===== src/rtl/mips_pkg.sv =====
// Shared fetch-side definitions: word width, PC increment, reset PC and
// the fetch-controller state encoding.
package mips_pkg;

    localparam int          WORD_W       = 32;
    localparam logic [31:0] PC_STEP      = 32'd4;
    localparam logic [31:0] RESET_PC_DEF = 32'h0000_0000;

    typedef enum logic {
        RUN  = 1'b0,
        HALT = 1'b1
    } fetch_state_t;

endpackage : mips_pkg


===== src/rtl/instr_fetch_ctrl_if.sv =====
// Fetch-to-decode valid/ready handshake carrying an instruction and its byte PC.
interface instr_fetch_ctrl_if;
    import mips_pkg::*;

    logic              out_valid;
    logic              out_ready;
    logic [WORD_W-1:0] out_instr;
    logic [WORD_W-1:0] out_pc;

    // Fetch side produces instructions, decode side applies back-pressure.
    modport master (
        output out_valid,
        output out_instr,
        output out_pc,
        input  out_ready
    );

    modport slave (
        input  out_valid,
        input  out_instr,
        input  out_pc,
        output out_ready
    );

endinterface : instr_fetch_ctrl_if


===== src/rtl/fetch_queue.sv =====
// Small circular FIFO between instruction memory and decode. A push into a
// full queue is accepted only when the head is popped in the same cycle.
// Flush empties the queue in one cycle; stale storage is left in place.
module fetch_queue #(
    parameter int WIDTH = 64,
    parameter int DEPTH = 2
) (
    input  logic             clk,
    input  logic             rst_n,
    input  logic             i_push,
    input  logic [WIDTH-1:0] i_data,
    input  logic             i_pop,
    input  logic             i_flush,
    output logic             o_full,
    output logic             o_empty,
    output logic [WIDTH-1:0] o_head
);

    localparam int           AW       = $clog2(DEPTH);
    localparam logic [AW:0]  FULL_CNT = (AW+1)'(DEPTH);

    logic [WIDTH-1:0] r_mem [DEPTH];
    logic [AW-1:0]    r_wr_ptr;
    logic [AW-1:0]    r_rd_ptr;
    logic [AW:0]      r_count;

    logic             w_push_ok;
    logic             w_pop_ok;

    assign o_full    = (r_count == FULL_CNT);
    assign o_empty   = (r_count == '0);
    assign o_head    = r_mem[r_rd_ptr];
    assign w_pop_ok  = i_pop & ~o_empty;
    assign w_push_ok = i_push & (~o_full | w_pop_ok);

    // Pointer, occupancy and storage update; storage is cleared on reset so the
    // head reads zero until the first instruction lands.
    always_ff @(posedge clk or negedge rst_n) begin
        if (!rst_n) begin
            r_wr_ptr <= '0;
            r_rd_ptr <= '0;
            r_count  <= '0;
            for (int i = 0; i < DEPTH; i++) begin
                r_mem[i] <= '0;
            end
        end else if (i_flush) begin
            r_wr_ptr <= '0;
            r_rd_ptr <= '0;
            r_count  <= '0;
        end else begin
            if (w_push_ok) begin
                r_mem[r_wr_ptr] <= i_data;
                r_wr_ptr        <= r_wr_ptr + 1'b1;
            end
            if (w_pop_ok) begin
                r_rd_ptr <= r_rd_ptr + 1'b1;
            end
            case ({w_push_ok, w_pop_ok})
                2'b10:   r_count <= r_count + 1'b1;
                2'b01:   r_count <= r_count - 1'b1;
                default: r_count <= r_count;
            endcase
        end
    end

endmodule : fetch_queue


===== src/rtl/instr_fetch_ctrl.sv =====
// Instruction fetch controller: owns the PC, addresses the word-indexed
// instruction memory, queues fetched words and hands them to decode.
// Redirects from execute flush the queue and restart fetch at the target.
module instr_fetch_ctrl
    import mips_pkg::*;
#(
    parameter int          IMEM_WORDS = 32,
    parameter int          QDEPTH     = 2,
    parameter logic [31:0] RESET_PC   = RESET_PC_DEF
) (
    input  logic                  clk,
    input  logic                  reset_n,
    input  logic                  run,
    output logic [WORD_W-1:0]     Read_address,
    input  logic [WORD_W-1:0]     Instruction,
    input  logic                  redirect,
    input  logic [WORD_W-1:0]     redirect_pc,
    output logic                  halted,
    instr_fetch_ctrl_if.master    dec
);

    localparam logic [29:0] IMEM_LIMIT = 30'(IMEM_WORDS);

    fetch_state_t        r_state;
    fetch_state_t        w_state_nxt;
    logic [WORD_W-1:0]   r_pc;
    logic [WORD_W-1:0]   w_pc_nxt;
    logic                r_halted;
    logic                w_halted_nxt;

    logic                w_full;
    logic                w_empty;
    logic                w_valid;
    logic                w_pop;
    logic                w_oob;
    logic                w_try;
    logic                w_fire;
    logic [2*WORD_W-1:0] w_head;
    logic                w_unused_rp_lsb;

    assign Read_address    = {2'b00, r_pc[31:2]};
    assign halted          = r_halted;
    assign w_valid         = ~w_empty;
    assign w_pop           = w_valid & dec.out_ready;
    assign w_oob           = (r_pc[31:2] >= IMEM_LIMIT);
    // A fetch is attempted only while running, enabled and not being redirected;
    // it lands in the queue if there is room now or the head leaves this cycle.
    assign w_try           = (r_state == RUN) & run & ~redirect;
    assign w_fire          = w_try & ~w_oob & (~w_full | w_pop);
    assign w_unused_rp_lsb = ^redirect_pc[1:0];

    assign dec.out_valid   = w_valid;
    assign dec.out_instr   = w_head[2*WORD_W-1:WORD_W];
    assign dec.out_pc      = w_head[WORD_W-1:0];

    // Next PC, halt flag and fetch state; redirect overrides everything.
    always_comb begin
        w_state_nxt  = r_state;
        w_pc_nxt     = r_pc;
        w_halted_nxt = r_halted;
        if (redirect) begin
            w_pc_nxt     = {redirect_pc[31:2], 2'b00};
            w_halted_nxt = 1'b0;
            w_state_nxt  = RUN;
        end else begin
            case (r_state)
                RUN: begin
                    if (w_try && w_oob) begin
                        w_halted_nxt = 1'b1;
                        w_state_nxt  = HALT;
                    end else if (w_fire) begin
                        w_pc_nxt = r_pc + PC_STEP;
                    end
                end
                HALT: begin
                    w_state_nxt = HALT;
                end
                default: begin
                    w_state_nxt = RUN;
                end
            endcase
        end
    end

    // PC, halt flag and state registers.
    always_ff @(posedge clk or negedge reset_n) begin
        if (!reset_n) begin
            r_state  <= RUN;
            r_pc     <= RESET_PC;
            r_halted <= 1'b0;
        end else begin
            r_state  <= w_state_nxt;
            r_pc     <= w_pc_nxt;
            r_halted <= w_halted_nxt;
        end
    end

    fetch_queue #(
        .WIDTH (2*WORD_W),
        .DEPTH (QDEPTH)
    ) u_fetch_queue (
        .clk     (clk),
        .rst_n   (reset_n),
        .i_push  (w_fire),
        .i_data  ({Instruction, r_pc}),
        .i_pop   (w_pop),
        .i_flush (redirect),
        .o_full  (w_full),
        .o_empty (w_empty),
        .o_head  (w_head)
    );

endmodule : instr_fetch_ctrl

===== src/flat_wrapper.sv =====
// flat-port wrapper written by rule: the top's interface ports become plain ports
module instr_fetch_ctrl_flat import mips_pkg::*;
#(
    parameter int          IMEM_WORDS = 32,
    parameter int          QDEPTH     = 2,
    parameter logic [31:0] RESET_PC   = RESET_PC_DEF
)
  (clk, reset_n, run, Read_address, Instruction, redirect, redirect_pc, halted, dec_out_valid, dec_out_instr, dec_out_pc, dec_out_ready);
  instr_fetch_ctrl_if dec_i ();
  input  logic clk;
  input  logic reset_n;
  input  logic run;
  output logic [WORD_W-1:0] Read_address;
  input  logic [WORD_W-1:0] Instruction;
  input  logic redirect;
  input  logic [WORD_W-1:0] redirect_pc;
  output logic halted;
  output wire logic [$bits(dec_i.out_valid)-1:0] dec_out_valid;
  output wire logic [$bits(dec_i.out_instr)-1:0] dec_out_instr;
  output wire logic [$bits(dec_i.out_pc)-1:0] dec_out_pc;
  input wire logic [$bits(dec_i.out_ready)-1:0] dec_out_ready;
  assign dec_out_valid = dec_i.out_valid;
  assign dec_out_instr = dec_i.out_instr;
  assign dec_out_pc = dec_i.out_pc;
  assign dec_i.out_ready = dec_out_ready;
  instr_fetch_ctrl #(.IMEM_WORDS(IMEM_WORDS), .QDEPTH(QDEPTH), .RESET_PC(RESET_PC)) u_core (.clk(clk), .reset_n(reset_n), .run(run), .Read_address(Read_address), .Instruction(Instruction), .redirect(redirect), .redirect_pc(redirect_pc), .halted(halted), .dec(dec_i));
endmodule

===== config.mk =====
export PLATFORM = sky130hd
export DESIGN_NAME = instr_fetch_ctrl_flat
export DESIGN_NICKNAME = d
export VERILOG_FILES = /design/src/rtl/mips_pkg.sv /design/src/rtl/instr_fetch_ctrl_if.sv /design/src/rtl/fetch_queue.sv /design/src/rtl/instr_fetch_ctrl.sv /design/src/flat_wrapper.sv
export SDC_FILE = /design/constraint.sdc
export NUM_CORES = 1
export LEC_CHECK = 0
export BUFFER_PORTS_ARGS = -buffer_cell sky130_fd_sc_hd__clkbuf_2
export CAP_MARGIN = 20
export CORE_MARGIN = 2
export CORE_UTILIZATION = 35
export DETAILED_ROUTE_END_ITERATION = 8
export SLEW_MARGIN = 20
export SYNTH_ARGS = -nofsm -noshare
export SYNTH_HDL_FRONTEND = slang
export SYNTH_SLANG_ARGS = --single-unit

===== constraint.sdc =====
create_clock -name clk -period 2.3 [get_ports clk]
set_input_delay 0.23 -clock clk [delete_from_list [all_inputs] [get_ports clk]]
set_output_delay 0.23 -clock clk [all_outputs]
set_load 0.05 [all_outputs]

==> summary.md, run 1 <==
| Metric | Value |
|---|---|
| Most frequent cells in the layout | clkbuf_2 (159), dfrtp_1 (150), mux2_2 (126) |
| DR WL/cell | 16.6 um |
| CP startpoint kind | flop |
| Distinct cells, synth | 39 |
| Fin Setup TNS | 0 ns |
| Post-synth ARST share | 100% |
| Row cnt | 51 |
| RR Endpoint | u_core.u_fetch_queue.r_mem[102] |
| Leading post-synthesis cells by cell area | dfrtp_1 (58%), mux2_2 (20%), mux2_4 (6.5%) |
| Initial antenna violation count | 0 |
| Pwr Total | 6.42 mW |
| DRT antenna net count | 0 |
| Worst hold path class | in -> reg |
| Largest net degree at the start of global routing | 65 |
| Die Wd | 145 um |
| Layout Skew | 0.00995 ns |
| RR Startpoint | u_core.r_pc[12] |
| CTS Sinks | 160 |
| Synth Area per Inst | 14.9 um2 |
| Clock Tree Root | clkbuf_16 |
| Total Routing Usage GR | 14.8% |
| Clock Pin Slew Worst Setup and Hold Paths | 0.07 ns |
| DR vias/cell | 4.61 |
| Min Clock Period, post-route | 2.24 ns |
| DP Worst Slack | 0.0494 ns |
| P&R area growth vs syn | 31.0% |
| Port bufs | 160 |
| VDD IR max | 0.000458 V |
| Drt first-iter violations | 133 |
| Leading area contributor after synthesis | dfrtp_1 |
| GP Congestion | 0.730 |
| Commonest non-fill, non-tap cell in the layout | clkbuf_2 |
| # nets final | 732 |
| WP data arrival | 2.54 ns |
| Final Cycle Share | 97.3% |
| Slew HR | 59.1% |
| Skew-Pair Late Insertion Delay | 0.43 ns |
| Clock buffer depth | 2 |
| Height of the die | 145 um |
| Critical path endpoint | u_core.u_fetch_queue.r_mem[102] |
| Hold Fails Final Rpt | 0 |
| R2R Setup Slk | 0.06 ns |
| Diode count | 0 |
| Final Max Tran Viols | 0 |
| Final-layout fill cell count | 1,772 |
| Top cell type's share of synthesized area | 57.7% |
| Vias in the first global route | 4,553 |
| H-Tree Depth | 4 |
| Vias | 4,329 |
| Crit path max fanout | 13 |
| WHS | 0.0294 ns |
| Critical path endpoint category | flop |
| TritonRoute pass-1 iters | 4 |
| Area of the core | 19,500 um2 |
| Max Cap Viol | 0 |
| Cell Area, Synth | 6940 um2 |
| Worst setup margin | 0.0632 ns |
| Sequential fraction of the synthesis area | 57.7% |
| Reg2Reg Depth | 7 |
| Aggregate routed wire length | 15.6 mm |
| Number of synthesized flops with an enable pin | 0 |
| Clock buffer count from CTS | 17 |
| Synthesized instance count | 467 |
| CP Class | reg -> reg |
| Worst setup path start | u_core.r_pc[12] |
| Layout cells sized above 1 | 60.7% |
| First-pass GRT wire length | 23.8 mm |
| FMAX | 447 MHz |
| Pleak | 4.65 nW |
| DPL Wire Length | 9.84 mm |
| Post-synthesis register bit count | 160 |
| Starting density of the core | 35.7% |
| Die ar. | 21,000 um2 |
| Number of primary I/O pins | 167 |
| DRC viols | 0 |
| Worst-Margin Slew | 0.613 ns |
| Status | complete, no violations |
| Main synth FF type | dfrtp_1 |
| Total grt overflow | 0 |
| PwrDens | 706 nW/um2 |
| Setup violators final | 0 |
| CTS tree | built |
| Yosys warnings | 0 |
| Worst Path Required | 2.61 ns |
[critical path, stage by stage, from the launching register on]
cell and delay [ns]:
dfrtp_2 0.44, nor4_4 0.35, nand4_2 0.16, buf_4 0.17, nor4_4 0.29, buf_6 0.18
buf_8 0.17, mux2_2 0.35
[worst min-delay path by stage]
stage                               from         endpoint  slack, ns  cells after the start
after floorplan                  reset_n    u_core.halted      -0.07                      0
after global placement           reset_n  u_core.r_pc[29]       0.26                      1
after detailed placement         reset_n  u_core.r_pc[29]       0.27                      1
after CTS                 redirect_pc[3]   u_core.r_pc[3]      0.006                      2
after global routing      redirect_pc[3]   u_core.r_pc[3]      0.004                      2
final                     redirect_pc[3]   u_core.r_pc[3]       0.03                      2
[final cells by class]
cell class                      count  area (um2)  share of cell area, %
Inverter                            6        22.5                  0.248
Multi-Input combinational cell    275        2730                   30.1
Tap cell                          265         332                   3.65
Clock buffer                       18         439                   4.83
Sequential cell                   160        4020                   44.2
Clock inverter                     14         179                   1.97
Timing Repair Buffer              201        1370                   15.1
[sequential cells by signal, summed over array words and instances, names as in the netlist]
name / count
u_core.halted: 1
u_core.r_pc: 30
u_core.r_state: 1
u_core.u_fetch_queue.r_count: 2
u_core.u_fetch_queue.r_mem: 124
u_core.u_fetch_queue.r_rd_ptr: 1
u_core.u_fetch_queue.r_wr_ptr: 1
[cell families after synthesis]
family | after synthesis | synth area share [%]
AOI/OAI and AO/OA | 12 | 1.15
buffers and inverters | 35 | 3.42
muxes | 163 | 28.0
xor gates and xnor gates | 4 | 0.505
and+or+nand+nor | 90 | 8.78
DFF | 160 | 57.7
other | 1 | 0.0540
adders and majority gates | 2 | 0.360
[power breakdown]
group / switching (mW) / internal [mW]
clock network: 1.20 / 1.76
logic: 0.360 / 0.157
registers: 0.0717 / 2.87
total: 1.64 / 4.79
[what timing repair did]
action,CTS,global route
hold buffers,4,0
setup endpoints to repair,0,38
endpoints found under the hold margin,63,0
gates resized for setup,0,4
buffers inserted,0,13
[routing by layer]
metal / wire, um / vias to the layer above / GRT usage [%] / share of wire (%)
li1: - / 2013 / - / -
met1: 7040 / 2183 / 18.5 / 45
met2: 7470 / 122 / 23.7 / 48
met3: 940 / 11 / 5.59 / 6.0
met4: 152 / 0 / 4.50 / 0.97
met5: 0 / - / 0 / 0
[stage by stage]
step / std cells / utilization (%) / instance area (um2)
floorplan: 470 / - / 6990
global placement: 882 / 41.7 / 8110
detailed placement: 882 / 41.7 / 8110
CTS: 918 / 45.0 / 8760
global route: 939 / 46.7 / 9090
finish: 939 / 46.7 / 9090
[synthesized netlist by cell type, types with 2 or more instances]
cell	count
clkbuf_1	8
nor3_1	2
buf_4	7
buf_12	4
buf_1	6
nor4_2	5
nor2_1	8
mux2_1	6
nand2_1	6
inv_1	6
nor3b_2	2
mux2_2	126
xnor2_1	3
ha_1	2
nand3_1	2
a211oi_1	2
nor2b_1	54
o21ai_0	5
nand4_2	2
nor4_1	2
buf_2	3
mux2_4	30
dfrtp_1	160
Power figures use the tool's default switching activity.
==> inputs of run 2 (changes only) <==
Settings changed: CTS_BUF_LIST from default to sky130_fd_sc_hd__clkbuf_4 sky130_fd_sc_hd__clkbuf_8.
Clock period 2.3 ns to 2 ns, I/O delays scaled along.
==> summary.md, run 2 (synthesized netlist as in run 1, its figures left out) <==
| Metric | Value |
|---|---|
| Commonest non-fill, non-tap cell in the layout | dfrtp_1 (was clkbuf_2) |
| DR WL/cell | 16.9 um (was 16.6 um) |
| VDD IR max | 0.000484 V (was 0.000458 V) |
| RR Endpoint | u_core.u_fetch_queue.r_mem[117] (was u_core.u_fetch_queue.r_mem[102]) |
| Max FFs per register | 124 (unchanged) |
| Height of the die | 145 um (unchanged) |
| Pleak | 5.06 nW (was 4.65 nW) |
| Most frequent cells in the layout | dfrtp_1 (143), clkbuf_2 (97), mux2_2 (81), mux2_4 (81), dlygate4sd3_1 (62) (was clkbuf_2 (159), dfrtp_1 (150), mux2_2 (126)) |
| Layout Skew | 0.00761 ns (was 0.00995 ns) |
| Clock Tree Root | clkbuf_8 (was clkbuf_16) |
| Worst Path Required | 2.33 ns (was 2.61 ns) |
| DPL Wire Length | 10.6 mm (was 9.84 mm) |
| WP data arrival | 2.44 ns (was 2.54 ns) |
| Final Max Tran Viols | 0 (unchanged) |
| Hold Fails Final Rpt | 0 (unchanged) |
| Total grt overflow | 0 (unchanged) |
| Seq. cell area | 4030 um2 (was 4020 um2) |
| Setup violators final | 93 (was 0) |
| Worst-Margin Slew | 0.545 ns (was 0.613 ns) |
| Multi-input logic area | 2960 um2 (was 2730 um2) |
| Die ar. | 21,000 um2 (unchanged) |
| Layout cells sized above 1 | 59.5% (was 60.7%) |
| CP Class | reg -> reg (unchanged) |
| Critical path endpoint category | flop (unchanged) |
| Reg2Reg Depth | 7 (unchanged) |
| GP Congestion | 0.750 (was 0.730) |
| Worst setup margin | -0.114 ns (was 0.0632 ns) |
| Largest net degree at the start of global routing | 59 (was 65) |
| Die Wd | 145 um (unchanged) |
| CP startpoint kind | flop (unchanged) |
| Min Clock Period, post-route | 2.11 ns (was 2.24 ns) |
| Total Routing Usage GR | 16.2% (was 14.8%) |
| Vias in the first global route | 5,100 (was 4,553) |
| Number of primary I/O pins | 167 (unchanged) |
| CTS Sinks | 160 (unchanged) |
| CTS tree | built (unchanged) |
| Skew-Pair Late Insertion Delay | 0.44 ns (was 0.43 ns) |
| Worst setup path start | u_core.r_pc[13] (was u_core.r_pc[12]) |
| Critical path endpoint | u_core.u_fetch_queue.r_mem[117] (was u_core.u_fetch_queue.r_mem[102]) |
| DP Worst Slack | -0.232 ns (was 0.0494 ns) |
| Drt first-iter violations | 176 (was 133) |
| DRT antenna net count | 0 (unchanged) |
| Aggregate routed wire length | 17.3 mm (was 15.6 mm) |
| RR Startpoint | u_core.r_pc[13] (was u_core.r_pc[12]) |
| PwrDens | 635 nW/um2 (was 706 nW/um2) |
| Initial antenna violation count | 0 (unchanged) |
| Crit path max fanout | 14 (was 13) |
| FMAX | 473 MHz (was 447 MHz) |
| Biggest regs | u_core.u_fetch_queue.r_mem (124), u_core.r_pc (30), u_core.u_fetch_queue.r_count (2) (unchanged) |
| Largest Register | u_core.u_fetch_queue.r_mem (unchanged) |
| First-pass GRT wire length | 26.5 mm (was 23.8 mm) |
| Vias | 4,666 (was 4,329) |
| RSZ-0062 raised after global routing | yes |
| Placed Area | 8520 um2 (was 8110 um2) |
| Failing checks | negative setup slack |
| H-Tree Depth | 4 (unchanged) |
| Post-route cell area | 10,100 um2 (was 9090 um2) |
| Final-layout fill cell count | 1,650 (was 1,772) |
| R2R Setup Slk | -0.11 ns (was 0.06 ns) |
| Row cnt | 51 (unchanged) |
| Area of the core | 19,500 um2 (unchanged) |
| Clock Pin Slew Worst Setup and Hold Paths | 0.09 ns (was 0.07 ns) |
| Port bufs | 160 (unchanged) |
| DR vias/cell | 4.54 (was 4.61) |
| TritonRoute pass-1 iters | 4 (unchanged) |
| Final Cycle Share | 106% (was 97.3%) |
| DRC viols | 0 (unchanged) |
| Slew HR | 63.7% (was 59.1%) |
| Diode count | 0 (unchanged) |
| # nets final | 822 (was 732) |
| Clock buffer depth | 2 (unchanged) |
| Clock buffer count from CTS | 17 (unchanged) |
| Worst hold path class | in -> reg (unchanged) |
| Starting density of the core | 35.7% (unchanged) |
| P&R area growth vs syn | 44.9% (was 31.0%) |
| Max Cap Viol | 0 (unchanged) |
| Status | finished, violations left (was complete, no violations) |
-- run 2: changes by cell type in the layout (fill, tap and decap cells not counted), sizes merged --
cell | before | now
inv | 11 | 7
clkinvlp | 2 | 4
clkbuf | 184 | 123
bufinv | 3 | 1
buf | 31 | 127
dlygate4sd3 | 4 | 62
-- run 2: critical path: stages (launching register included) --
cell	delay, ns
dfrtp_2	0.43
nor4_4	0.35
nand4_2	0.17
buf_4	0.19
nor4_4	0.18
buf_12	0.21
buf_4	0.16
mux2_4	0.30
-- run 2: worst min path at each step --
stage	from	to	slack (ns)	depth (start not counted)
6_report	Instruction[0]	u_core.u_fetch_queue.r_mem[32]	0.05	2
2_1_floorplan	reset_n	u_core.halted	-0.1	0
4_1_cts	Instruction[1]	u_core.u_fetch_queue.r_mem[97]	0.007	2
3_5_place_dp	reset_n	u_core.r_pc[16]	0.21	1
3_3_place_gp	reset_n	u_core.r_pc[21]	0.21	1
5_1_grt	Instruction[0]	u_core.u_fetch_queue.r_mem[96]	0.01	2
-- run 2: timing repair --
action | CTS | global route
setup endpoints to repair | 134 | 143
hold buffers | 61 | 1
hold endpoints to repair | 145 | 1
pin swaps | 3 | 3
gates resized for setup | 15 | 130
cloned | 0 | 7
buffers inserted | 11 | 7
-- run 2: final cells by class --
type                       count  area share [%]
clock buffer                  21            2.69
clock inverter                10           0.883
inverter                       6           0.224
multi-input combinational    275            29.5
sequential                   160            40.1
tap                          265            3.30
timing repair buffer         291            23.4
-- run 2: per-layer routing --
layer	wire, um	track usage [%]	up-vias
met4	134	3.32	0
met5	0	0	-
met1	7800	21.1	2341
met2	8330	26.5	133
li1	-	-	2182
met3	1060	5.26	10
-- run 2: where the power goes --
| group | switching (mW) | total, mW | internal [mW] |
|---|---|---|---|
| logic | 0.464 | 0.768 | 0.304 |
| registers | 0.0818 | 3.38 | 3.30 |
| clock network | 1.19 | 2.23 | 1.05 |
-- run 2: through the flow --
stage               power [mW]  util (%)  hold slack, ns  setup TNS, ns  instances
floorplan                 3.79         -         -0.0956         -25.20        470
global placement          4.09      43.8           0.209         -11.32        910
detailed placement        4.10      43.8           0.214         -15.08        910
CTS                       6.47      49.5         0.00676         -11.46       1013
global route              6.70      51.7          0.0128         -18.78       1028
finish                    6.39      51.7          0.0485          -6.72       1028
